**config.mk**
```make
export PLATFORM = sky130hd
export DESIGN_NAME = exe_div_ctrl_flat
export DESIGN_NICKNAME = d
export VERILOG_FILES = /design/src/rtl/exe_div_ctrl_if.sv /design/src/rtl/exe_div_ctrl.sv /design/src/flat_wrapper.sv
export SDC_FILE = /design/constraint.sdc
export NUM_CORES = 1
export LEC_CHECK = 0
export ABC_CLOCK_PERIOD_IN_PS = 6350
export CORE_MARGIN = 2
export CORE_UTILIZATION = 50
export DETAILED_ROUTE_END_ITERATION = 8
export DONT_BUFFER_PORTS = 1
export SLEW_MARGIN = 20
export SYNTH_ARGS = -nofsm -noshare
export SYNTH_HDL_FRONTEND = slang
export SYNTH_SLANG_ARGS = --single-unit
```
**constraint.sdc**
```tcl
create_clock -name clk -period 6.35 [get_ports clk]
set_clock_uncertainty 0.2 [all_clocks]
set_input_delay 1.905 -clock clk [delete_from_list [all_inputs] [get_ports clk]]
set_output_delay 1.905 -clock clk [all_outputs]
set_load 0.05 [all_outputs]
```
**src/rtl/exe_div_ctrl_if.sv**
```systemverilog
// Request/result bundle between the exe stage and the divide sequencer.
// master: exe-stage side (drives the request and flush, receives ready, stall and result).
// slave : divider side (receives the request, returns ready, stall and the one-beat result).
interface exe_div_ctrl_if #(
    parameter int XLEN = 64
);
    logic            div_valid_i;
    logic [1:0]      div_op_i;
    logic            div_word_i;
    logic [XLEN-1:0] op1_i;
    logic [XLEN-1:0] op2_i;
    logic            flush_i;
    logic            div_ready_o;
    logic            stall_exe_o;
    logic            res_valid_o;
    logic [XLEN-1:0] res_data_o;

    modport master (
        output div_valid_i, div_op_i, div_word_i, op1_i, op2_i, flush_i,
        input  div_ready_o, stall_exe_o, res_valid_o, res_data_o
    );

    modport slave (
        input  div_valid_i, div_op_i, div_word_i, op1_i, op2_i, flush_i,
        output div_ready_o, stall_exe_o, res_valid_o, res_data_o
    );
endinterface

```
**src/rtl/exe_div_ctrl.sv**
```systemverilog
// Purpose : RV64M DIV/DIVU/REM/REMU sequencer, radix-2 restoring, one quotient bit per cycle.
// Latency : result beat N+1 cycles after accept (N=64, or 32 for W ops); /0 and MIN/-1 in 1 cycle.
// Backpr. : single request in flight; ready only in IDLE, exe held by stall_exe_o while busy.
// Ports   : clk, rst_n (async active-low); bus (exe_div_ctrl_if.slave) carries request
//           (div_valid_i, div_op_i, div_word_i, op1_i, op2_i, flush_i) and response
//           (div_ready_o, stall_exe_o, res_valid_o, res_data_o).
// Config  : define EXE_DIV_WORD_EN to honour div_word_i (DIVW/DIVUW/REMW/REMUW).
module exe_div_ctrl #(
    parameter int XLEN  = 64,
    parameter int CNT_W = 7
) (
    input  logic            clk,
    input  logic            rst_n,
    exe_div_ctrl_if.slave   bus
);
    typedef enum logic [1:0] {IDLE, CALC, DONE} state_t;

    state_t          state_q, state_d;
    logic [CNT_W-1:0] cnt_q;
    logic [XLEN-1:0] quo_q;      // dividend shifts out the top, quotient bits shift in below
    logic [XLEN-1:0] rem_q;
    logic [XLEN-1:0] dvs_q;      // divisor magnitude
    logic            is_rem_q;
    logic            neg_quo_q;
    logic            neg_rem_q;
`ifdef EXE_DIV_WORD_EN
    logic            word_q;
`endif

    // Operand preparation for the accept cycle
    logic            sgn_in;
    logic            word_in;
    logic [XLEN-1:0] a_ext, b_ext, min_val;
    logic [XLEN-1:0] a_abs, b_abs;
    logic            a_neg, b_neg;
    logic            div_zero, ovf, accept;

    always_comb begin
        sgn_in = ~bus.div_op_i[0];
`ifdef EXE_DIV_WORD_EN
        word_in = bus.div_word_i;
        if (word_in) begin
            a_ext   = sgn_in ? {{(XLEN-32){bus.op1_i[31]}}, bus.op1_i[31:0]}
                             : {{(XLEN-32){1'b0}}, bus.op1_i[31:0]};
            b_ext   = sgn_in ? {{(XLEN-32){bus.op2_i[31]}}, bus.op2_i[31:0]}
                             : {{(XLEN-32){1'b0}}, bus.op2_i[31:0]};
            min_val = {{(XLEN-31){1'b1}}, {31{1'b0}}};
        end else begin
            a_ext   = bus.op1_i;
            b_ext   = bus.op2_i;
            min_val = {1'b1, {(XLEN-1){1'b0}}};
        end
`else
        word_in = 1'b0;
        a_ext   = bus.op1_i;
        b_ext   = bus.op2_i;
        min_val = {1'b1, {(XLEN-1){1'b0}}};
`endif
        a_neg    = sgn_in & a_ext[XLEN-1];
        b_neg    = sgn_in & b_ext[XLEN-1];
        a_abs    = a_neg ? -a_ext : a_ext;
        b_abs    = b_neg ? -b_ext : b_ext;
        div_zero = (b_ext == '0);
        ovf      = sgn_in & (a_ext == min_val) & (b_ext == '1);
        accept   = bus.div_valid_i & (state_q == IDLE) & ~bus.flush_i;
    end

`ifndef EXE_DIV_WORD_EN
    logic unused_word;
    assign unused_word = bus.div_word_i | word_in;
`endif

    // One restoring step: shift in next dividend bit, subtract if it fits.
    // Trial is one bit wider so a large divisor cannot wrap the compare.
    logic [XLEN:0]   trial;
    logic            fits;
    logic [XLEN-1:0] rem_nx, quo_nx;

    always_comb begin
        trial  = {rem_q, quo_q[XLEN-1]} - {1'b0, dvs_q};
        fits   = ~trial[XLEN];
        rem_nx = fits ? trial[XLEN-1:0] : {rem_q[XLEN-2:0], quo_q[XLEN-1]};
        quo_nx = {quo_q[XLEN-2:0], fits};
    end

    // Sign fix-up and result select, only meaningful in DONE
    logic [XLEN-1:0] quo_fix, rem_fix, res_sel, res_full;

    always_comb begin
        quo_fix  = neg_quo_q ? -quo_q : quo_q;
        rem_fix  = neg_rem_q ? -rem_q : rem_q;
        res_sel  = is_rem_q ? rem_fix : quo_fix;
        res_full = res_sel;
`ifdef EXE_DIV_WORD_EN
        if (word_q) res_full = {{(XLEN-32){res_sel[31]}}, res_sel[31:0]};
`endif
    end

    always_ff @(posedge clk or negedge rst_n) begin
        if (!rst_n) state_q <= IDLE;
        else        state_q <= state_d;
    end

    always_comb begin
        state_d         = state_q;
        bus.div_ready_o = (state_q == IDLE);
        bus.stall_exe_o = 1'b0;
        bus.res_valid_o = 1'b0;
        bus.res_data_o  = '0;
        case (state_q)
            IDLE: begin
                bus.stall_exe_o = bus.div_valid_i & ~bus.flush_i;
                if (accept) state_d = (div_zero | ovf) ? DONE : CALC;
            end
            CALC: begin
                bus.stall_exe_o = 1'b1;
                if (cnt_q == CNT_W'(1)) state_d = DONE;
            end
            DONE: begin
                bus.res_valid_o = ~bus.flush_i;
                bus.res_data_o  = bus.flush_i ? '0 : res_full;
                state_d         = IDLE;
            end
            default: state_d = IDLE;
        endcase
        if (bus.flush_i) state_d = IDLE;
    end

    always_ff @(posedge clk or negedge rst_n) begin
        if (!rst_n) begin
            cnt_q     <= '0;
            quo_q     <= '0;
            rem_q     <= '0;
            dvs_q     <= '0;
            is_rem_q  <= 1'b0;
            neg_quo_q <= 1'b0;
            neg_rem_q <= 1'b0;
`ifdef EXE_DIV_WORD_EN
            word_q    <= 1'b0;
`endif
        end else if (bus.flush_i) begin
            cnt_q <= '0;
        end else if (accept) begin
            is_rem_q  <= bus.div_op_i[1];
`ifdef EXE_DIV_WORD_EN
            word_q    <= word_in;
`endif
            dvs_q     <= b_abs;
            neg_quo_q <= 1'b0;
            neg_rem_q <= 1'b0;
            cnt_q     <= '0;
            if (div_zero) begin
                // Results land pre-signed, so fix-up stays disabled
                quo_q <= '1;
                rem_q <= a_ext;
            end else if (ovf) begin
                quo_q <= a_ext;
                rem_q <= '0;
            end else begin
                // W ops start with the 32-bit magnitude at the top so the
                // first 32 shifts consume exactly the dividend bits
                quo_q     <= word_in ? {a_abs[31:0], {(XLEN-32){1'b0}}} : a_abs;
                rem_q     <= '0;
                neg_quo_q <= a_neg ^ b_neg;
                neg_rem_q <= a_neg;
                cnt_q     <= word_in ? CNT_W'(XLEN/2) : CNT_W'(XLEN);
            end
        end else if (state_q == CALC) begin
            quo_q <= quo_nx;
            rem_q <= rem_nx;
            cnt_q <= cnt_q - CNT_W'(1);
        end
    end
endmodule

```
**src/flat_wrapper.sv**
```systemverilog
// flat-port wrapper written by rule: the top's interface ports become plain ports
module exe_div_ctrl_flat 
#(
    parameter int XLEN  = 64,
    parameter int CNT_W = 7
)
  (clk, rst_n, bus_div_valid_i, bus_div_op_i, bus_div_word_i, bus_op1_i, bus_op2_i, bus_flush_i, bus_div_ready_o, bus_stall_exe_o, bus_res_valid_o, bus_res_data_o);
  exe_div_ctrl_if #(.XLEN(XLEN)) bus_i ();
  input  logic clk;
  input  logic rst_n;
  input wire logic [$bits(bus_i.div_valid_i)-1:0] bus_div_valid_i;
  input wire logic [$bits(bus_i.div_op_i)-1:0] bus_div_op_i;
  input wire logic [$bits(bus_i.div_word_i)-1:0] bus_div_word_i;
  input wire logic [$bits(bus_i.op1_i)-1:0] bus_op1_i;
  input wire logic [$bits(bus_i.op2_i)-1:0] bus_op2_i;
  input wire logic [$bits(bus_i.flush_i)-1:0] bus_flush_i;
  output wire logic [$bits(bus_i.div_ready_o)-1:0] bus_div_ready_o;
  output wire logic [$bits(bus_i.stall_exe_o)-1:0] bus_stall_exe_o;
  output wire logic [$bits(bus_i.res_valid_o)-1:0] bus_res_valid_o;
  output wire logic [$bits(bus_i.res_data_o)-1:0] bus_res_data_o;
  assign bus_i.div_valid_i = bus_div_valid_i;
  assign bus_i.div_op_i = bus_div_op_i;
  assign bus_i.div_word_i = bus_div_word_i;
  assign bus_i.op1_i = bus_op1_i;
  assign bus_i.op2_i = bus_op2_i;
  assign bus_i.flush_i = bus_flush_i;
  assign bus_div_ready_o = bus_i.div_ready_o;
  assign bus_stall_exe_o = bus_i.stall_exe_o;
  assign bus_res_valid_o = bus_i.res_valid_o;
  assign bus_res_data_o = bus_i.res_data_o;
  exe_div_ctrl #(.XLEN(XLEN), .CNT_W(CNT_W)) u_core (.clk(clk), .rst_n(rst_n), .bus(bus_i));
endmodule
```
==> impl_metrics.toml <==
[worst_setup_path]
cp_cell_sequence = "or4_4 -> or4_4 -> or4_4 -> or2_4 -> buf_6 -> or4_4 -> o21a_4 -> a21oi_4 -> xnor2_1 -> nor2_1 -> a211oi_2 -> buf_6"
slowest_delay_ns = 0.55
critPathMostFrequentCell = "or4_4"
path_max_fanout = 4
crit_path_start_kind = "flip-flop"
critPathArrivalTime_ns = 4.21
slowest_stage = "or4_4"
r2r_start = "u_core.quo_q[63]$_DFFE_PN0P_"
startpoint = "u_core.quo_q[28]$_DFFE_PN0P_"
required_ns = 4.24
crit_type = "flip-flop to output pin"
critical_path.endpoint_type = "output pin"

[clock_network]
clkLatencyLatePin_ns = 0.56
clockBufferDepth = 3
htreeDepth = 1
hold_buffers = 0
cts-buffers-inserted = 25
clk_pin_slew_worst_paths_ns = 0.06
tritoncts = "yes"
root_buffer = "clkbuf_16"
cts_sinks = 204

[route]
drt_iter0_markers = 1532
drt_wl_total_um = 68470
num_vias = 19476
drcViolationCount = 0
postRouteAntennaNets = 0
wl_per_cell_um = 22.10
dr.pass1.iters = 5
viasPerCell = 6.287

[grt]
grt_pass1_wl_um = 105400
track_usage = 0.3283
grt_pass1_vias = 17962
grt_antenna_before_repair = 1
grt-ovfl-total = 0
grt_max_degree = 228

[final_layout]
nets = 2771
fin_util = 0.5636
multi_input_area_um2 = 13850
drive_above_1_share = 0.1066
synthToLayoutAreaGrowth_pct = 11.58
nFillCells = 3713
layout.cells.non_filler = 3098
num_antenna_cells = 0
register_area_um2 = 5115

[timing]
worst_slew_pin_slew_ns = 1.079
slew_headroom = 0.2781
finalCriticalPeriod_ns = 6.319
setup_viol = 0
fmax_mhz = 158.2
hold-worst-slack_ns = 0.2761
fin_crit_sh = 0.9952
finalHoldViolCount = 0
slew_violations = 0
rsz0062_at_grt = "yes"

[floorplanning]
die_w_um = 201.4
io_pins = 202
initial_core_util = 0.5051
die_h_um = 201.4
rows = 72
core_um2 = 38560
die_area_um2 = 40550

[logic_synthesis]
yosys-top-cells-count = "350 x nand2_1, 244 x o21ai_0, 204 x dfrtp_1"
yosysTopAreaCellShare = 0.2621
synth-edff-count = 0
avgSynthCellArea_um2 = 7.528
synth.most_common_cell = "nand2_1"
synth_area_leaders = "dfrtp_1 26%, xor2_1 7.7%, nand2_1 6.7%"
synth_cell_types = 70
seq_area_frac_synth = 0.2621
syn-num-nets = 2794
syn_area_um2 = 19480
synth_ff_type = "dfrtp_1"
yosys.area.top_type = "dfrtp_1"
synth-seq-cells = 204
ys_warn_count = 0
postSynthCellCount = 2587
async_flop_share = 1.000

[placed_design]
gp_congestion = 0.9596
port_buffers = 0
dp.cells = 3044
dp_hpwl_um = 52430

[power]
p_leak_nw = 8.781
power.density_nw_per_um2 = 502.5
vdd_ir_drop_max_mv = 0.2960

[run]
drv_cap = 0

[min_path]
hold_start = "u_core.dvs_q[24]$_DFFE_PN0P_"
hold_path.class = "flip-flop to flip-flop"

[status]
status = "finished clean"
==> through the flow <==
step                      setup WS [ns]  setup TNS (ns)  power [mW]  instance area (um2)
after floorplan              0.00007816               0       7.244                19560
after global placement           0.1889               0       9.103                20610
after detailed placement         0.1323               0       9.181                20610
after CTS                      0.003483               0       10.72                21600
after global routing           -0.06264         -0.2111       11.76                21730
final                           0.03052               0       10.92                21730
==> critical path, delay by kind of cell, from the launching register on <==
family,cells,cell delay [ns]
AO/OA/AOI/OAI,3,0.63
AND/OR/NAND/NOR,6,2.19
XOR/XNOR,1,0.13
buffers and inverters,2,0.32
flip-flops,1,0.39
==> where the power goes <==
group	internal (mW)	switching [mW]	leakage (nW)
clock network	0.858	0.609	0.396
registers	1.77	0.901	2.48
logic	2.62	4.16	5.91
total	5.25	5.67	8.78
==> what timing repair did <==
item	4_1_cts	5_1_grt
setup buffers	3	8
gates resized for setup	32	16
pin swaps	8	7
setup endpoints to repair	30	28
==> final timing paths <==
check / end / slack, ns / depth (start not counted)
max: bus_res_data_o[58] / 0.03 / 12
min in group asynchronous: u_core.quo_q[58]$_DFFE_PN0P_ / 0.86 / 0
min: u_core.dvs_q[24]$_DFFE_PN0P_ / 0.28 / 2
max reg2reg: u_core.rem_q[16]$_DFFE_PN0P_ / 1.54 / 15
max in group asynchronous: u_core.dvs_q[5]$_DFFE_PN0P_ / 4.47 / 0
min reg2reg: u_core.dvs_q[24]$_DFFE_PN0P_ / 0.28 / 2
==> cells by family after synthesis <==
group                      synth area share
muxes                               0.01593
buffers and inverters               0.05371
xor gates and xnor gates             0.1363
DFF                                  0.2621
and+or+nand+nor                      0.2042
adders and majority gates           0.04664
AOI/OAI and AO/OA                    0.2811
==> sequential cells by signal, indices dropped and copies added, names as in the netlist <==
register,cells
u_core.rem_q,64
u_core.state_q,2
u_core.quo_q,64
u_core.neg_quo_q,1
u_core.is_rem_q,1
u_core.cnt_q,7
u_core.neg_rem_q,1
u_core.dvs_q,64
==> placed cells by master, fill, tap and decap left out, types with 15 or more instances in the layout <==
cell         n
or4_1       26
o31ai_1     78
nand2_1    349
xor2_1     171
ha_1        71
a211oi_2    52
o21ai_0    242
a31oi_1     23
buf_4       98
nand3_1     40
or3_1       34
xnor2_1    130
a32oi_1     49
o21bai_1    17
inv_1      109
mux2i_1     31
nor3_1      41
and3_1      15
a211oi_1    17
nand2b_1    19
nor4_1      19
a21o_1      45
o41ai_1     29
clkbuf_16   25
dfrtp_1    198
a21oi_1    198
a22oi_1     19
nor2_1     192
nand4_1     39
==> final cells by class <==
cell class | instances | area share
tap | 518 | 0.02983
sequential | 204 | 0.2354
inverter | 109 | 0.01883
clock buffer | 33 | 0.03247
multi-input combinational | 2115 | 0.6372
timing repair buffer | 109 | 0.04117
clock inverter | 10 | 0.005124
==> metal layers <==
layer / wire length (um) / global-route usage / vias up
met5: 0 / 0 / -
met4: 2002 / 0.09611 / 0
met1: 33110 / 0.5175 / 9248
li1: - / - / 9334
met3: 5966 / 0.05345 / 103
met2: 27390 / 0.4527 / 791
Power figures use the tool's default switching activity.
